[config.mk]
export PLATFORM = sky130hd
export DESIGN_NAME = ttt_board
export DESIGN_NICKNAME = d
export VERILOG_FILES = /design/src/rtl/ttt_board.sv
export SDC_FILE = /design/constraint.sdc
export NUM_CORES = 1
export LEC_CHECK = 0
export ABC_AREA = 1
export ABC_CLOCK_PERIOD_IN_PS = 3820
export CAP_MARGIN = 30
export CORE_MARGIN = 8
export CORE_UTILIZATION = 40
export CTS_CLUSTER_DIAMETER = 200
export DETAILED_ROUTE_END_ITERATION = 10
export HOLD_SLACK_MARGIN = 0.12
export PLACE_DENSITY = 0.6
export SLEW_MARGIN = 20
export SYNTH_ARGS = -nofsm -noshare
export SYNTH_HDL_FRONTEND = slang
export SYNTH_SLANG_ARGS = --single-unit
[constraint.sdc]
create_clock -name clk -period 3.82 [get_ports clk]
set_input_delay 0.573 -clock clk [delete_from_list [all_inputs] [get_ports clk]]
set_output_delay 0.573 -clock clk [all_outputs]
set_load 0.03 [all_outputs]
[src/rtl/ttt_board.sv]
// N x N tic-tac-toe board with move arbitration, turn tracking
// and sequential line-by-line win/draw detection.
module ttt_board #(
  parameter int N = 3,
  localparam int RW = ($clog2(N) > 1) ? $clog2(N) : 1
) (
  input  logic            clk,
  input  logic            reset,
  input  logic            clear,
  input  logic            move_valid,
  output logic            move_ready,
  input  logic [RW-1:0]   move_row,
  input  logic [RW-1:0]   move_col,
  output logic            move_accept,
  output logic            move_reject,
  output logic            turn,
  output logic [N*N-1:0]  board_valid,
  output logic [N*N-1:0]  board_symbol,
  output logic [6:0]      move_count,
  output logic            game_over,
  output logic            winner_valid,
  output logic            winner,
  output logic            draw
);

  localparam int NN = N * N;
  localparam int LN = 2 * N + 2;
  localparam int LW = $clog2(LN);
  localparam int IW = $clog2(NN);

  if (N < 2 || N > 8) begin : g_bad_n
    $error("ttt_board: N must be in 2..8");
  end

  typedef enum logic [1:0] {
    S_IDLE,
    S_CHECK,
    S_DONE
  } state_t;

  state_t          r_state;
  state_t          w_next;

  logic [NN-1:0]   r_valid;
  logic [NN-1:0]   r_sym;
  logic            r_turn;
  logic [6:0]      r_count;
  logic            r_accept;
  logic            r_reject;
  logic            r_over;
  logic            r_winv;
  logic            r_winner;
  logic            r_draw;
  logic [LW-1:0]   r_line;
  logic            r_match;
  logic            r_player;

  logic [NN-1:0]   w_sel;
  logic            w_xfer;
  logic            w_legal;
  logic            w_hit;
  logic            w_last;
  logic            w_win;
  logic            w_full;
  int              w_lnum;
  logic [IW-1:0]   w_cell;

  // Ready is masked by reset so every output reads 0 while held in reset
  assign move_ready = (r_state == S_IDLE) & reset;
  assign w_xfer     = move_valid & move_ready;
  assign w_lnum     = int'(r_line);
  assign w_last     = (r_line == LW'(LN - 1));
  assign w_win      = r_match | w_hit;
  assign w_full     = (r_count == 7'(NN));

  // Out-of-range coordinates select no cell, so they read as illegal
  always_comb begin
    w_sel = '0;
    for (int r = 0; r < N; r++) begin
      for (int c = 0; c < N; c++) begin
        w_sel[r*N+c] = (int'(move_row) == r) &&
                       (int'(move_col) == c);
      end
    end
  end

  assign w_legal = |(w_sel & ~r_valid);

  always_comb begin
    w_hit  = 1'b1;
    w_cell = '0;
    for (int i = 0; i < N; i++) begin
      if (w_lnum < N)
        w_cell = IW'(w_lnum * N + i);
      else if (w_lnum < 2 * N)
        w_cell = IW'(i * N + (w_lnum - N));
      else if (w_lnum == 2 * N)
        w_cell = IW'(i * N + i);
      else
        w_cell = IW'(i * N + (N - 1 - i));
      w_hit = w_hit & r_valid[w_cell] &
              (r_sym[w_cell] == r_player);
    end
  end

  always_ff @(posedge clk or negedge reset) begin
    if (!reset) r_state <= S_IDLE;
    else        r_state <= w_next;
  end

  always_comb begin
    w_next = r_state;
    if (clear) begin
      w_next = S_IDLE;
    end else begin
      unique case (r_state)
        S_IDLE:
          if (w_xfer && w_legal) w_next = S_CHECK;
        S_CHECK:
          if (w_last) begin
            if (w_win || w_full) w_next = S_DONE;
            else                 w_next = S_IDLE;
          end
        S_DONE:
          w_next = S_DONE;
        default:
          w_next = S_IDLE;
      endcase
    end
  end

  always_ff @(posedge clk or negedge reset) begin
    if (!reset) begin
      r_valid  <= '0;
      r_sym    <= '0;
      r_turn   <= 1'b0;
      r_count  <= '0;
      r_accept <= 1'b0;
      r_reject <= 1'b0;
      r_over   <= 1'b0;
      r_winv   <= 1'b0;
      r_winner <= 1'b0;
      r_draw   <= 1'b0;
      r_line   <= '0;
      r_match  <= 1'b0;
      r_player <= 1'b0;
    end else begin
      r_accept <= 1'b0;
      r_reject <= 1'b0;
      if (clear) begin
        r_valid  <= '0;
        r_sym    <= '0;
        r_turn   <= 1'b0;
        r_count  <= '0;
        r_over   <= 1'b0;
        r_winv   <= 1'b0;
        r_winner <= 1'b0;
        r_draw   <= 1'b0;
        r_line   <= '0;
        r_match  <= 1'b0;
        r_player <= 1'b0;
      end else begin
        unique case (r_state)
          S_IDLE: begin
            if (w_xfer) begin
              if (w_legal) begin
                r_valid  <= r_valid | w_sel;
                r_sym    <= (r_sym & ~w_sel) |
                            (w_sel & {NN{r_turn}});
                r_count  <= r_count + 7'd1;
                r_accept <= 1'b1;
                r_line   <= '0;
                r_match  <= 1'b0;
                r_player <= r_turn;
              end else begin
                r_reject <= 1'b1;
              end
            end
          end
          S_CHECK: begin
            r_line  <= r_line + LW'(1);
            r_match <= w_win;
            if (w_last) begin
              if (w_win) begin
                r_winv   <= 1'b1;
                r_winner <= r_player;
                r_over   <= 1'b1;
              end else if (w_full) begin
                r_draw <= 1'b1;
                r_over <= 1'b1;
              end else begin
                r_turn <= ~r_turn;
              end
            end
          end
          S_DONE: begin
          end
          default: begin
          end
        endcase
      end
    end
  end

  assign move_accept  = r_accept;
  assign move_reject  = r_reject;
  assign turn         = r_turn;
  assign board_valid  = r_valid;
  assign board_symbol = r_sym;
  assign move_count   = r_count;
  assign game_over    = r_over;
  assign winner_valid = r_winv;
  assign winner       = r_winner;
  assign draw         = r_draw;

endmodule
; ---- Yosys cells after proc, flatten, opt, wreduce, memory -nomap -nowiden
; Index checks and enable logic that the tools add are counted.
[totals]
reg_bits = 39
output_inout_bits = 33
wordCells = 171
[classes]
add_sub_neg = 7
multipliers = 1
magnitude_cmp = 5
eq_ne = 18
n_mux = 79
bitwise_logic = 16
reduce_logical = 31
[ops]
columns = cell, count
row1 = 9-bit two-way mux, 8
row2 = 1-bit two-way mux, 43
row3 = 4-bit two-way mux, 7
row4 = 7-bit two-way mux, 4
row5 = 9-bit AND, 3
row6 = 1-bit binary-select mux with 4-bit select, 6
row7 = 9-bit NOT, 2
row8 = 9-bit bitwise OR, 2
row9 = "4-bit by 5-bit < comparator with 1-bit output, second input constant", 3
row10 = 2-bit nonzero test, 7
row11 = 3-bit AND reduction, 4
row12 = "2-bit equality test, second input constant", 5
row13 = 1-bit logical AND, 10
row14 = 2-bit two-way mux, 5
row15 = 3-bit two-way mux, 3
row16 = "3-bit inequality test, second input constant", 3
row17 = 9-bit OR reduction, 1
row18 = "4-bit by 2-bit adder with 4-bit output, second input constant", 2
row19 = 4-bit AND reduction, 2
row20 = "7-bit by 1-bit adder with 7-bit output, second input constant", 1
row21 = 1-bit AND, 7
row22 = "7-bit by 4-bit equality test with 1-bit output, second input constant", 1
row23 = 2-bit zero test, 3
row24 = 2-bit one-hot mux with 3 select lines, 1
row25 = 20 further kinds, 24

; ---- Depth between registers and ports, before layout
[depth]
word_depth = 18
mapped_depth = 23
depth_no_buf = 22

; ---- Least setup slack after synthesis
; OpenSTA, ideal clock, no wires.
[synth_path]
path_type = flip-flop to flip-flop
from = register r_line[1]
to = register r_winner (netlist: winner)
setup_time_ns = 0.118
t_arrival_ns = 2.381
required_time_ns = 3.702
slack_ns = 1.321
path_stages_with_launch = 17
period_less_slack_ns = 2.499
cell_sequence = dfrtp_1 ha_1 fa_1 nand2_1 inv_1 nand2_1 nand3_1 nand3_1 nand3b_1 nand2_1 nand2_1 nor2_1 nand3_2 nand3_1 nand3_1 nand2_1 nand2_1
[synth_between]
elab_chain_len = 15
elab_cells_between_ends = 42
cone_classes = 5 x add/sub / 1 x mul / 2 x order compare / 5 x eq/ne / 20 x mux / 6 x bitwise / 3 x reduce/logical
[synth_lines]
columns = item, line
row1 = "start, declared", 54  ; logic [LW-1:0] r_line;
row2 = "start signal, assigned", 181  ; r_line <= r_line + LW'(1);
row3 = "parallel branches: the longest is 14 deep, another holds 3-bit by 2-bit multiplier with 4-bit output", --
row4 = 3-bit AND reduction (no source line) (*), --
row5 = "end signal, assigned", 186  ; r_winner <= r_player;
row6 = "end, declared", 52  ; logic r_winner;
; Every way passes the cells marked *. The select of a mux whose other input is x is not followed.
; A chain may end at the register's enable or synchronous reset.

; ---- Worst setup path in the final report
[layout_path]
from = register r_line[0]
to = register r_turn (netlist: turn)
[layout_between]
elab_chain_len = 15
elab_cells_between_ends = 42
cone_classes = 5 x add/sub / 1 x mul / 2 x order compare / 6 x eq/ne / 20 x mux / 6 x bitwise / 2 x reduce/logical
[layout_lines]
columns = item, line
row1 = "parallel branches: the longest is 14 deep, another holds 3-bit by 2-bit multiplier with 4-bit output", --
row2 = 4-bit AND reduction (no source line) (*), --
row3 = "end signal, assigned", 192  ; r_turn <= ~r_turn;
row4 = "end, declared", 46  ; logic r_turn;
; Marks and branches as above.

==> impl_metrics.yaml <==
clocking:
  cts_tree: "built"
  cts.sinks: 39
  cts_resized: 0
  post-cts-setup-buffers: 0
  cts-htree-levels: 2
  clk_latency_ns: 0.30
  clk_pin_slew_worst_paths_ns: 0.08
  cts_buffers: 5
  cts_root_buffer: "clkbuf_8"
  cts_buffer_depth: 2
  hold_buffers: 0
critical_path:
  crit_fanout: 12
  critPathMaxStageDelay_ns: 0.54
  critical_path_depth: 18
  reg2reg_depth: 18
  crit_top_cell: "nand2_1"
  crit_path_start_kind: "register"
  critPathKind: "reg -> reg"
  crit_family: "simple AND/OR/NAND/NOR gates"
  path_cells: "ha_1, inv_1, ha_1, nand2_2, nand2_1, nand2_1, nand3_1, nand2_1, nand2_1, nand3_1, nand2_1, nand2_1, nor2_1, nand3_2, nand3_1, nand2_1, nand3_1, nand2_1"
  slowest_stage: "dfrtp_1"
  cp_num_buf_inv: 1
  endpoint_kind: "register"
  arrival_ns: 3.38
  cp.required_ns: 4.01
power:
  powerDensity_mw_per_mm2: 304.6
  p_leak_nw: 1.697
  ir_drop_mv: 0.2764
global_route:
  first_global_vias: 2903
  grt_start_max_net_pins: 40
  antenna_found_initial: 0
  grtUsageTotal: 0.1727
  grt_pass1_wl_um: 14400
  grt-ovfl-total: 0
layout:
  area_growth_pct: 20.57
  final_nets: 519
  multiInputGateArea_mm2: 0.001764
  layout-drive-gt1-share: 0.08600
  final_util: 0.4855
  instances_no_fill: 602
  antennaDiodeCount: 0
  num-fill-cells: 744
  regArea_um2: 975.9
route:
  drcViolationCount: 0
  drt_iter0_markers: 131
  ant_nets: 0
  vias: 3001
  vias_per_cell: 4.985
  first_pass_iters: 4
  drt-wirelength-per-cell_um: 14.31
  routed_wl_um: 8616
floorplan:
  io_pins: 41
  die_w_um: 103.3
  core_mm2: 0.007567
  fp.dieH_um: 103.3
  die_area_mm2: 0.01067
  initial_core_util: 0.4026
  rows: 32
synthesis:
  syn_nets: 478
  seq_area_frac_synth: 0.3203
  synth-edff-count: 0
  syn_inst: 458
  postSynth.asyncResetShare: 1.000
  syn_area_mm2: 0.003047
  yosys_register_bits: 39
  synthFlopType: "dfrtp_1"
  syn_avg_cell_area_um2: 6.652
  synth_cell_type_count: 37
  ys_warn_count: 0
status:
  outcome: "finished, final reports clean"
timing:
  period_needed_ns: 3.189
  fin_hold_ws_ns: 0.3714
  clock_skew_ns: 0.006839
  max_freq_ghz: 0.3136
  min_period_over_period: 0.8347
  slew_headroom: 0.5978
  rsz0062_at_grt: "false"
  drv_slew: 0
  fin_tns_setup_ns: 0
  setup_ws_ns: 0.6313
  max_slew.worst_pin.slew_ns: 0.6026
  final-hold-violation-count: 0
  setup-violations-final: 0
place:
  place_inst: 594
  post-place-ws_ns: 0.6361
  dp_hpwl_um: 6797
  gp_congestion: 0.9000
  numPortBuffers: 40
flow_run:
  maxCapViolations: 0
worst_hold_path:
  hold_class: "in -> async"
## stage by stage
stage | power [mW] | area (um^2)
6_report | 1.119 | 3674
5_1_grt | 1.177 | 3674
4_1_cts | 1.128 | 3674
3_5_place_dp | 0.7160 | 3541
3_3_place_gp | 0.7159 | 3541
2_1_floorplan | 0.6282 | 3047
## worst reg2reg max path: cells and delay by family (launching register included)
family	cells	cell delay (ns)
buffers and inverters	1	0.09
flip-flops	1	0.54
adder cells (fa/ha/maj)	2	0.81
AND/OR/NAND/NOR	15	1.64
## layer usage
metal / track usage / share of wire / vias to the layer above
met5: 0 / 0 / -
met4: 0.04227 / 0.011 / 0
met3: 0.02744 / 0.039 / 8
met2: 0.2844 / 0.48 / 60
met1: 0.2306 / 0.47 / 1363
li1: - / - / 1570
## final cells by class
type | count | area share
repair buffers | 43 | 0.1138
flip-flops and latches | 39 | 0.2657
inverters | 66 | 0.06948
well taps | 102 | 0.03474
multi-input cells | 344 | 0.4802
clock inverters | 2 | 0.01635
clock buffers | 6 | 0.01975
## registers in the layout, summed over array words and instances (netlist names)
name,count
winner_valid,1
board_symbol,9
board_valid,9
r_line,3
r_match,1
draw,1
r_player,1
move_reject,1
move_count,7
r_state,2
game_over,1
turn,1
move_accept,1
winner,1
## cell usage after synthesis (2+ instances only)
master / n / area share
nand3_2: 2 / 0.0066
o21ai_0: 8 / 0.013
nand2_2: 7 / 0.014
nand2_4: 6 / 0.022
o21ai_2: 2 / 0.0058
inv_2: 3 / 0.0037
o22ai_1: 5 / 0.010
o31ai_1: 4 / 0.0099
o21ai_1: 2 / 0.0033
inv_1: 60 / 0.074
a21oi_1: 31 / 0.051
buf_2: 2 / 0.0033
nor4_1: 2 / 0.0041
nand4_1: 6 / 0.012
nand3_1: 69 / 0.11
nor2_1: 31 / 0.038
nand2_1: 134 / 0.17
nor2_2: 3 / 0.0062
nor2_4: 2 / 0.0074
nand3b_1: 3 / 0.0074
dfrtp_1: 39 / 0.32
ha_1: 11 / 0.045
inv_4: 3 / 0.0062
clkbuf_1: 4 / 0.0049
nor3_1: 6 / 0.0099
buf_4: 2 / 0.0049
## placed cells by master (no fill, tap or decap), drive strengths merged
| cell type | synthesis | layout |
|---|---|---|
| nand3b | 3 | 3 |
| a21oi | 32 | 32 |
| xnor2 | 1 | 1 |
| o22ai | 5 | 5 |
| o21ai | 12 | 12 |
| clkdlybuf4s50 | 0 | 39 |
| bufinv | 0 | 2 |
| nor2 | 36 | 36 |
| nor3 | 6 | 6 |
| buf | 5 | 4 |
| clkbuf | 4 | 6 |
| o21bai | 2 | 2 |
| nor4 | 2 | 2 |
| dfrtp | 39 | 39 |
| nand3 | 72 | 72 |
| nand4 | 6 | 6 |
| nor3b | 1 | 1 |
| ha | 11 | 11 |
| or2 | 2 | 2 |
| inv | 66 | 66 |
| xor2 | 1 | 1 |
| o31ai | 4 | 4 |
| nand2 | 147 | 147 |
| fa | 1 | 1 |
## logic make-up (layout without fill, tap and decap cells)
| kind of cell | count (synthesis) | in the layout | share of synthesized area |
|---|---|---|---|
| AO/OA/AOI/OAI | 55 | 55 | 0.1023 |
| adder cells (fa/ha/maj) | 12 | 12 | 0.05174 |
| XOR/XNOR | 2 | 2 | 0.005751 |
| flip-flops | 39 | 39 | 0.3203 |
| AND/OR/NAND/NOR | 275 | 275 | 0.4193 |
| buffers and inverters | 75 | 117 | 0.1006 |
## power breakdown
part           internal, mW  switching (mW)  total, mW  leakage [nW]
combinational        0.0885           0.169      0.258          1.09
sequential            0.427          0.0222      0.449         0.539
clock                 0.261           0.151      0.412        0.0654
total                 0.777           0.342       1.12          1.70
## final timing paths
path	start	slack [ns]	to
min in group clk	winner$_DFFE_PN0P_	0.48	winner$_DFFE_PN0P_
setup / recovery	r_line[0]$_DFFE_PN0P_	0.63	turn$_DFFE_PN0P_
hold reg to reg	winner$_DFFE_PN0P_	0.48	winner$_DFFE_PN0P_
max in group asynchronous	reset	3.10	game_over$_DFFE_PN0P_
setup reg to reg	r_line[0]$_DFFE_PN0P_	0.63	turn$_DFFE_PN0P_
hold / removal	reset	0.37	board_valid[0]$_DFFE_PN0P_
Note: power is estimated with default switching activity, not from simulation.
